--- src/rtl/data_memory_ctrl.sv ---
`default_nettype none
// ============================================================================
// Module   : data_memory_ctrl
// Purpose  : Byte-addressed, multi-cycle data memory for the load/store path.
//            Supports byte/half/word(/double) accesses, sign/zero-extended
//            loads, LAT wait states and a req/ready/done handshake.
//            Misaligned or illegal-size requests complete with fault=1 and
//            make no memory access.
// Revision : 1.0 - initial release
// ----------------------------------------------------------------------------
// Ports
//   clk          in   1  clock, rising edge
//   rst          in   1  asynchronous active-high reset (also clears mem)
//   req          in   1  request valid, sampled when ready=1
//   we           in   1  1 = store, 0 = load
//   addr         in   N  byte address
//   size         in   2  00 byte, 01 half, 10 word, 11 double (W=64 only)
//   unsigned_ld  in   1  1 = zero-extend load, 0 = sign-extend
//   wdata        in   W  right-aligned store data
//   ready        out  1  request can be accepted this cycle
//   done         out  1  one-cycle completion pulse
//   rdata        out  W  load result, valid with done
//   fault        out  1  access aborted, valid with done
// ============================================================================
module data_memory_ctrl #(
    parameter int W   = 32,
    parameter int N   = 7,
    parameter int LAT = 2
) (
    input  logic         clk,
    input  logic         rst,
    input  logic         req,
    input  logic         we,
    input  logic [N-1:0] addr,
    input  logic [1:0]   size,
    input  logic         unsigned_ld,
    input  logic [W-1:0] wdata,
    output logic         ready,
    output logic         done,
    output logic [W-1:0] rdata,
    output logic         fault
);

    localparam int BYTES = W / 8;
    localparam int LOG2B = $clog2(BYTES);
    localparam int DEPTH = (2 ** N) / BYTES;
    localparam int WA_W  = N - LOG2B;

    localparam logic [3:0] C_LAT = 4'(LAT);

    localparam logic [1:0] S_IDLE = 2'd0;
    localparam logic [1:0] S_BUSY = 2'd1;
    localparam logic [1:0] S_RESP = 2'd2;

    // ------------------------------------------------------------------
    // State and storage
    // ------------------------------------------------------------------
    logic [1:0]       state_q, state_d;
    logic [3:0]       cnt_q, cnt_d;
    logic [W-1:0]     rdata_q, rdata_d;
    logic             fault_q, fault_d;

    logic             we_q;
    logic [N-1:0]     addr_q;
    logic [1:0]       size_q;
    logic             uns_q;
    logic [W-1:0]     wdata_q;

    logic [W-1:0]     mem [DEPTH];

    // ------------------------------------------------------------------
    // Request classification (on the live inputs, used at accept)
    // ------------------------------------------------------------------
    logic             accept;
    logic             size_bad;
    logic [N-1:0]     align_mask;
    logic             misalign;
    logic             req_bad;

    assign accept     = req && ready;
    assign size_bad   = (int'(size) > LOG2B);
    assign align_mask = (N'(1) << size) - N'(1);
    assign misalign   = |(addr & align_mask);
    assign req_bad    = size_bad || misalign;

    // ------------------------------------------------------------------
    // Access datapath (on the captured request)
    // ------------------------------------------------------------------
    logic [LOG2B-1:0] lane;
    logic [WA_W-1:0]  widx;
    logic [W-1:0]     word;
    logic [LOG2B+2:0] shamt;
    logic [W-1:0]     rsh;
    logic [W-1:0]     wsh;
    logic [W-1:0]     size_mask;
    logic             sign_bit;
    logic [W-1:0]     load_val;
    logic [BYTES-1:0] be_base;
    logic [BYTES-1:0] be;
    logic [W-1:0]     bit_mask;
    logic             access;

    assign lane  = addr_q[LOG2B-1:0];
    assign widx  = addr_q[N-1:LOG2B];
    assign word  = mem[widx];
    assign shamt = {lane, 3'b000};
    assign rsh   = word >> shamt;
    assign wsh   = wdata_q << shamt;

    always_comb begin
        size_mask = '1;
        sign_bit  = rsh[W-1];
        be_base   = '1;
        case (size_q)
            2'd0: begin
                size_mask = W'(8'hFF);
                sign_bit  = rsh[7];
                be_base   = BYTES'(8'h01);
            end
            2'd1: begin
                size_mask = W'(16'hFFFF);
                sign_bit  = rsh[15];
                be_base   = BYTES'(8'h03);
            end
            2'd2: begin
                size_mask = W'(32'hFFFF_FFFF);
                sign_bit  = rsh[31];
                be_base   = BYTES'(8'h0F);
            end
            default: begin
                size_mask = '1;
                sign_bit  = rsh[W-1];
                be_base   = '1;
            end
        endcase
    end

    // For a full-width load size_mask is all ones, so ~size_mask is zero and
    // the extension term vanishes regardless of unsigned_ld.
    assign load_val = (rsh & size_mask) |
                      ((sign_bit && !uns_q) ? ~size_mask : '0);

    assign be = be_base << lane;

    always_comb begin
        bit_mask = '0;
        for (int b = 0; b < BYTES; b++) begin
            bit_mask[8*b +: 8] = {8{be[b]}};
        end
    end

    // ------------------------------------------------------------------
    // FSM: state register
    // ------------------------------------------------------------------
    always_ff @(posedge clk or posedge rst) begin
        if (rst) begin
            state_q <= S_IDLE;
        end else begin
            state_q <= state_d;
        end
    end

    // ------------------------------------------------------------------
    // FSM: next-state logic
    // ------------------------------------------------------------------
    always_comb begin
        state_d = state_q;
        case (state_q)
            S_IDLE, S_RESP: begin
                if (accept) begin
                    state_d = req_bad ? S_RESP : S_BUSY;
                end else begin
                    state_d = S_IDLE;
                end
            end
            S_BUSY: begin
                if (cnt_q == 4'd0) begin
                    state_d = S_RESP;
                end
            end
            default: state_d = S_IDLE;
        endcase
    end

    // ------------------------------------------------------------------
    // FSM: outputs
    // ------------------------------------------------------------------
    always_comb begin
        ready = (state_q != S_BUSY) && !rst;
        done  = (state_q == S_RESP);
        rdata = rdata_q;
        fault = fault_q;
    end

    // ------------------------------------------------------------------
    // Counter / response next values. rdata and fault default to 0 so they
    // only hold a value during the single RESP cycle that follows.
    // ------------------------------------------------------------------
    always_comb begin
        cnt_d   = cnt_q;
        rdata_d = '0;
        fault_d = 1'b0;
        access  = 1'b0;
        if (accept) begin
            if (req_bad) begin
                fault_d = 1'b1;
            end else begin
                cnt_d = C_LAT;
            end
        end else if (state_q == S_BUSY) begin
            if (cnt_q != 4'd0) begin
                cnt_d = cnt_q - 4'd1;
            end else begin
                access = 1'b1;
                if (!we_q) begin
                    rdata_d = load_val;
                end
            end
        end
    end

    // ------------------------------------------------------------------
    // Datapath registers and memory array
    // ------------------------------------------------------------------
    always_ff @(posedge clk or posedge rst) begin
        if (rst) begin
            cnt_q   <= '0;
            rdata_q <= '0;
            fault_q <= 1'b0;
            we_q    <= 1'b0;
            addr_q  <= '0;
            size_q  <= '0;
            uns_q   <= 1'b0;
            wdata_q <= '0;
            for (int i = 0; i < DEPTH; i++) begin
                mem[i] <= '0;
            end
        end else begin
            cnt_q   <= cnt_d;
            rdata_q <= rdata_d;
            fault_q <= fault_d;
            if (accept) begin
                we_q    <= we;
                addr_q  <= addr;
                size_q  <= size;
                uns_q   <= unsigned_ld;
                wdata_q <= wdata;
            end
            if (access && we_q) begin
                mem[widx] <= (word & ~bit_mask) | (wsh & bit_mask);
            end
        end
    end

endmodule
`default_nettype wire

--- config.mk ---
export PLATFORM = sky130hd
export DESIGN_NAME = data_memory_ctrl
export DESIGN_NICKNAME = d
export VERILOG_FILES = /design/src/rtl/data_memory_ctrl.sv
export SDC_FILE = /design/constraint.sdc
export NUM_CORES = 2
export LEC_CHECK = 0
export ABC_AREA = 1
export CAP_MARGIN = 20
export CORE_MARGIN = 2
export CORE_UTILIZATION = 55
export CTS_CLUSTER_SIZE = 12
export DETAILED_ROUTE_END_ITERATION = 12
export PLACE_DENSITY_LB_ADDON = 0.08
export SYNTH_ARGS = -nofsm -noshare
export SYNTH_HDL_FRONTEND = slang
export SYNTH_SLANG_ARGS = --single-unit
--- constraint.sdc ---
create_clock -name clk -period 103.5 [get_ports clk]
set_clock_uncertainty 0.15 [all_clocks]
set_input_delay 20.7 -clock clk [delete_from_list [all_inputs] [get_ports clk]]
set_output_delay 20.7 -clock clk [all_outputs]
set_load 0.01 [all_outputs]
Word-level counts from Yosys, hierarchy flattened --
Cells that the tools add are included.
Cells by class: add/sub/neg operators 2, $lt $le $gt $ge 3, equality and inequality tests 6, shifts and indexed selects 4, multiplexer cells 27, bitwise operators 9, reduce and logical (&&, ||, !) cells 17
Operators by type and width (count):
- 1024-bit bitwise mux | 1
- 32-bit two-way mux | 8
- 32-bit binary-select mux with 5-bit select | 1
- 32-bit demux with 5-bit select | 1
- 32-bit AND | 3
- 32-bit inverter | 2
- 32-bit OR | 2
- 32-bit one-hot mux with 2 select lines | 1
- 32-bit by 5-bit left shift with 32-bit output | 1
- 32-bit by 5-bit >> shifter with 32-bit output | 1
- 4-bit two-way mux | 4
- 4-bit one-hot mux with 2 select lines | 1
- 7-bit AND | 1
- 7-bit OR reduction | 1
- 1-bit by 2-bit left shift with 7-bit output (first input constant) | 1
- 7-bit by 2-bit subtractor with 7-bit output (second input constant) | 1
- 6-bit greater-or-equal comparator (second input constant) | 1
- 6-bit by 1-bit < comparator with 1-bit output (second input constant) | 1
- 2-bit two-way mux | 3
- 5-bit inverter with 6-bit output | 1
- 1-bit logical AND | 5
- 1-bit two-way mux | 5
- 2-bit by 1-bit equality test with 1-bit output (second input constant) | 2
- 2-bit zero test | 2
- 15 further kinds | 18
Word-level totals: register bits after elaboration 1106, input bits 46, output and inout port bits 35, logic and storage cells 109

Longest topological paths before layout --
depth in word-level cells 13, mapped depth 18

Worst setup path before layout --
Ideal clock, no wire load.
path type input port to output port, start in rst, end out ready, arrival 20899 ps, slack 61751 ps, stages 1, path through nor2_1
Between the ends: cells in the longest elaborated chain, start to end 2
RTL lines:
- from (decl) | RTL line 31 | input logic rst,
- 1-bit zero test (no source line)
- 1-bit logical AND | RTL line 189 | ready = (state_q != S_BUSY) && !rst;
- to (decl) | RTL line 38 | output logic ready,
No other way between the ends.

Worst setup path after layout --
Ends and elaborated chain as after synthesis.

==> run_summary.xml <==
<?xml version="1.0" encoding="UTF-8"?>
<metrics>
  <group name="clocking">
    <metric name="cts_sinks" unit="">1106</metric>
    <metric name="cts_tree" unit="">done</metric>
    <metric name="cts_resized" unit="">0</metric>
    <metric name="ctsLongestPathBuffers" unit="">3</metric>
    <metric name="clk_transition_reported_paths" unit="ns">0.06</metric>
    <metric name="clock_insertion_delay_worst_skew" unit="ns">0.72</metric>
    <metric name="ctsHoldBuffers" unit="">0</metric>
    <metric name="cts_htree_levels" unit="">3</metric>
    <metric name="clock_tree.root_cell" unit="">sky130_fd_sc_hd__clkbuf_16</metric>
    <metric name="cts-buffers-inserted" unit="">117</metric>
    <metric name="cts.repair_timing.setup_buffer_count" unit="">0</metric>
  </group>
  <group name="synth">
    <metric name="synth.largest_area_cell" unit="">sky130_fd_sc_hd__dfrtp_1</metric>
    <metric name="syn_inst" unit="">6192</metric>
    <metric name="ys_warn_count" unit="">0</metric>
    <metric name="netlist_area" unit="mm2">0.0503</metric>
    <metric name="ys_top_cells_by_area" unit="">sky130_fd_sc_hd__dfrtp_1 (55%), sky130_fd_sc_hd__nand2_1 (20%), sky130_fd_sc_hd__o21ai_1 (6.5%)</metric>
    <metric name="post_synth_num_cell_types" unit="">37</metric>
    <metric name="synth.top_cells.by_count" unit="">sky130_fd_sc_hd__nand2_1 (2736), sky130_fd_sc_hd__dfrtp_1 (1106), sky130_fd_sc_hd__o21ai_1 (653)</metric>
    <metric name="ys_async_sr_fraction" unit="">1.00</metric>
    <metric name="synth_most_common_cell" unit="">sky130_fd_sc_hd__nand2_1</metric>
    <metric name="predominant_post_synthesis_flop_cell" unit="">sky130_fd_sc_hd__dfrtp_1</metric>
    <metric name="syn-mean-instance-area" unit="um2">8.12</metric>
    <metric name="ys_ff_latch" unit="">1106</metric>
    <metric name="synth_enable_flop_cells" unit="">0</metric>
    <metric name="synth_top_cell_area_share" unit="">0.550</metric>
    <metric name="synth_seq_area_share" unit="">0.550</metric>
    <metric name="synth_nets" unit="">6240</metric>
  </group>
  <group name="critical_path">
    <metric name="worst-endpoint-required" unit="ns">82.65</metric>
    <metric name="path_max_fanout" unit="">2</metric>
    <metric name="critical_path.startpoint_type" unit="">input pin</metric>
    <metric name="cp.arrival" unit="ns">21.94</metric>
    <metric name="cp-end-kind" unit="">output pin</metric>
    <metric name="critical_path_class" unit="">in -&gt; out</metric>
  </group>
  <group name="route">
    <metric name="drt-total-wl" unit="um">163000</metric>
    <metric name="viasPerCell" unit="">5.88</metric>
    <metric name="drt_drc_violations_left" unit="">0</metric>
    <metric name="ant_nets" unit="">0</metric>
    <metric name="drt-initial-drc-count" unit="">5117</metric>
    <metric name="detailedRoute.firstPassIterationCount" unit="">8</metric>
    <metric name="drt-wirelength-per-cell" unit="um">22.4</metric>
    <metric name="dr_total_vias" unit="">42800</metric>
  </group>
  <group name="sta">
    <metric name="timing_worst_slew_pin_value" unit="ns">1.04</metric>
    <metric name="slew_viol_final" unit="">0</metric>
    <metric name="timing.final.crit_period" unit="ns">42.79</metric>
    <metric name="max_slew_margin" unit="">0.307</metric>
    <metric name="totalNegativeSetupSlack" unit="ns">0</metric>
    <metric name="total_count_of_hold_check_failures_in_the_final_report" unit="">0</metric>
    <metric name="max_clock_freq" unit="GHz">0.0234</metric>
    <metric name="finalCritPeriodShare" unit="">0.413</metric>
    <metric name="timing.final.ws_setup" unit="ns">60.71</metric>
    <metric name="setup_violations" unit="">0</metric>
    <metric name="grt_setup_unrepaired" unit="">false</metric>
  </group>
  <group name="global_route">
    <metric name="grt_start_max_net_pins" unit="">166</metric>
    <metric name="first_global_vias" unit="">41000</metric>
    <metric name="gr-total-overflow" unit="">0</metric>
    <metric name="antenna_violations_before_repair" unit="">2</metric>
    <metric name="grt_pass1_wl" unit="um">254000</metric>
    <metric name="gr-usage-all-layers" unit="">0.353</metric>
  </group>
  <group name="floorplan">
    <metric name="dieHeight" unit="um">306</metric>
    <metric name="ioPinCount" unit="">81</metric>
    <metric name="fp-row-count" unit="">110</metric>
    <metric name="core_region_area" unit="mm2">0.0903</metric>
    <metric name="dieArea" unit="mm2">0.0939</metric>
    <metric name="start_util" unit="">0.557</metric>
    <metric name="die_x" unit="um">306</metric>
  </group>
  <group name="placement">
    <metric name="detailedPlacementHpwl" unit="um">92500</metric>
    <metric name="place.gp.congestion" unit="">0.913</metric>
    <metric name="placement.setup.worst_slack" unit="ns">60.70</metric>
    <metric name="port_buffers" unit="">80</metric>
  </group>
  <group name="layout">
    <metric name="final_nets" unit="">6058</metric>
    <metric name="syn_to_final_growth" unit="%">9.61</metric>
    <metric name="n_antenna_cell" unit="">0</metric>
    <metric name="final.fill_count" unit="">8044</metric>
    <metric name="drive_above_1_share" unit="">0.0697</metric>
  </group>
  <group name="outcome">
    <metric name="outcome" unit="">complete, no violations</metric>
  </group>
  <group name="pwr">
    <metric name="cellPowerDensity" unit="mW/mm2">24.4</metric>
    <metric name="vdd_drop_max" unit="uV">22.6</metric>
    <metric name="pleak" unit="uW">0.0262</metric>
  </group>
  <group name="worst_hold_path">
    <metric name="hp-class" unit="">reg -&gt; reg</metric>
  </group>
  <group name="job">
    <metric name="max_cap_violations" unit="">0</metric>
  </group>
</metrics>
## routing by layer
layer	share of wire	wire (um)	global-route usage	vias up
li1	-	-	-	19800
met4	0.045	7350	0.144	2
met2	0.45	72900	0.547	2031
met5	0.000086	14	0	-
met1	0.42	67700	0.497	20600
met3	0.092	15000	0.0608	335
## worst max-delay path, stage by stage
cell and delay, ns:
sky130_fd_sc_hd__clkdlybuf4s50_1 0.51, sky130_fd_sc_hd__nor2_1 0.18, sky130_fd_sc_hd__clkdlybuf4s50_1 0.55
## logic make-up (layout without fill, tap and decap cells)
group,Yosys count,after routing,synth area share
AND/OR/NAND/NOR,3307,3307,0.268
AO/OA/AOI/OAI,1194,1194,0.129
adder cells (fa/ha/maj),2,2,0.000497
buffers and inverters,583,490,0.0530
flip-flops,1106,1106,0.550
## state kept, by name, indices dropped and copies added, names as in the netlist
register and flops:
rdata 32, cnt_q 4, addr_q 7, uns_q 1, fault 1, state_q 2, we_q 1, mem 1024
size_q 2, wdata_q 32
## layout make-up
cell class              instances  area, um2  area share
repair buffers                190       1750      0.0318
inverters                      92        372     0.00674
well taps                    1176       1470      0.0267
multi-input cells            4503      20000       0.363
clock buffers                 181       3520      0.0639
clock inverters                27        308     0.00558
flip-flops and latches       1106      27700       0.502
## placed cells by master (no fill, tap or decap), types with 4 or more instances in the layout
cell and count:
sky130_fd_sc_hd__nand2_1 2736, sky130_fd_sc_hd__dfrtp_1 1104, sky130_fd_sc_hd__o21ai_1 646, sky130_fd_sc_hd__nand3_1 290, sky130_fd_sc_hd__o21ai_0 232, sky130_fd_sc_hd__a22oi_1 146, sky130_fd_sc_hd__clkbuf_16 119, sky130_fd_sc_hd__a21oi_1 118
sky130_fd_sc_hd__buf_4 102, sky130_fd_sc_hd__nand4_1 100, sky130_fd_sc_hd__nor2_1 80, sky130_fd_sc_hd__clkdlybuf4s50_1 80, sky130_fd_sc_hd__inv_2 44, sky130_fd_sc_hd__inv_1 38, sky130_fd_sc_hd__clkbuf_8 31, sky130_fd_sc_hd__clkbuf_1 31
sky130_fd_sc_hd__or2_1 28, sky130_fd_sc_hd__nor2_4 21, sky130_fd_sc_hd__o21ai_2 21, sky130_fd_sc_hd__clkinv_2 20, sky130_fd_sc_hd__nor2_2 16, sky130_fd_sc_hd__nor3_1 9, sky130_fd_sc_hd__a31oi_1 9, sky130_fd_sc_hd__nor3_4 8
sky130_fd_sc_hd__nand3_2 8, sky130_fd_sc_hd__and2_1 7, sky130_fd_sc_hd__o221ai_1 7, sky130_fd_sc_hd__bufinv_16 5, sky130_fd_sc_hd__o211ai_1 4, sky130_fd_sc_hd__a21oi_2 4, sky130_fd_sc_hd__clkinvlp_4 4, sky130_fd_sc_hd__buf_16 4
## final timing paths
check	startpoint	to	slack, ns	cells after the start
max	rst	ready	60.71	3
min in group asynchronous	rst	wdata_q[26]	20.41	2
min reg2reg	mem[129]	mem[129]	0.33	2
min	mem[129]	mem[129]	0.33	2
max reg2reg	addr_q[2]	mem[937]	98.43	13
max in group asynchronous	rst	mem[243]	79.17	6
## per-stage QoR
stage	hold slack [ns]	instances	utilization	power, uW	instance area [um2]
finish	0.329	7275	0.611	1350	55100
detailed placement	0.316	7063	0.567	919	51200
global placement	0.312	7061	0.567	913	51200
global route	0.345	7275	0.611	1400	55100
floorplan	0.294	6192	-	775	50300
CTS	0.330	7271	0.610	1340	55100
## power breakdown
group / total, uW / internal (uW) / switching (uW)
Combinational: 420 / 79.5 / 340
Clock: 419 / 245 / 175
Sequential: 509 / 477 / 32.1
Total: 1350 / 801 / 547
Note: power is estimated with default switching activity, not from simulation.
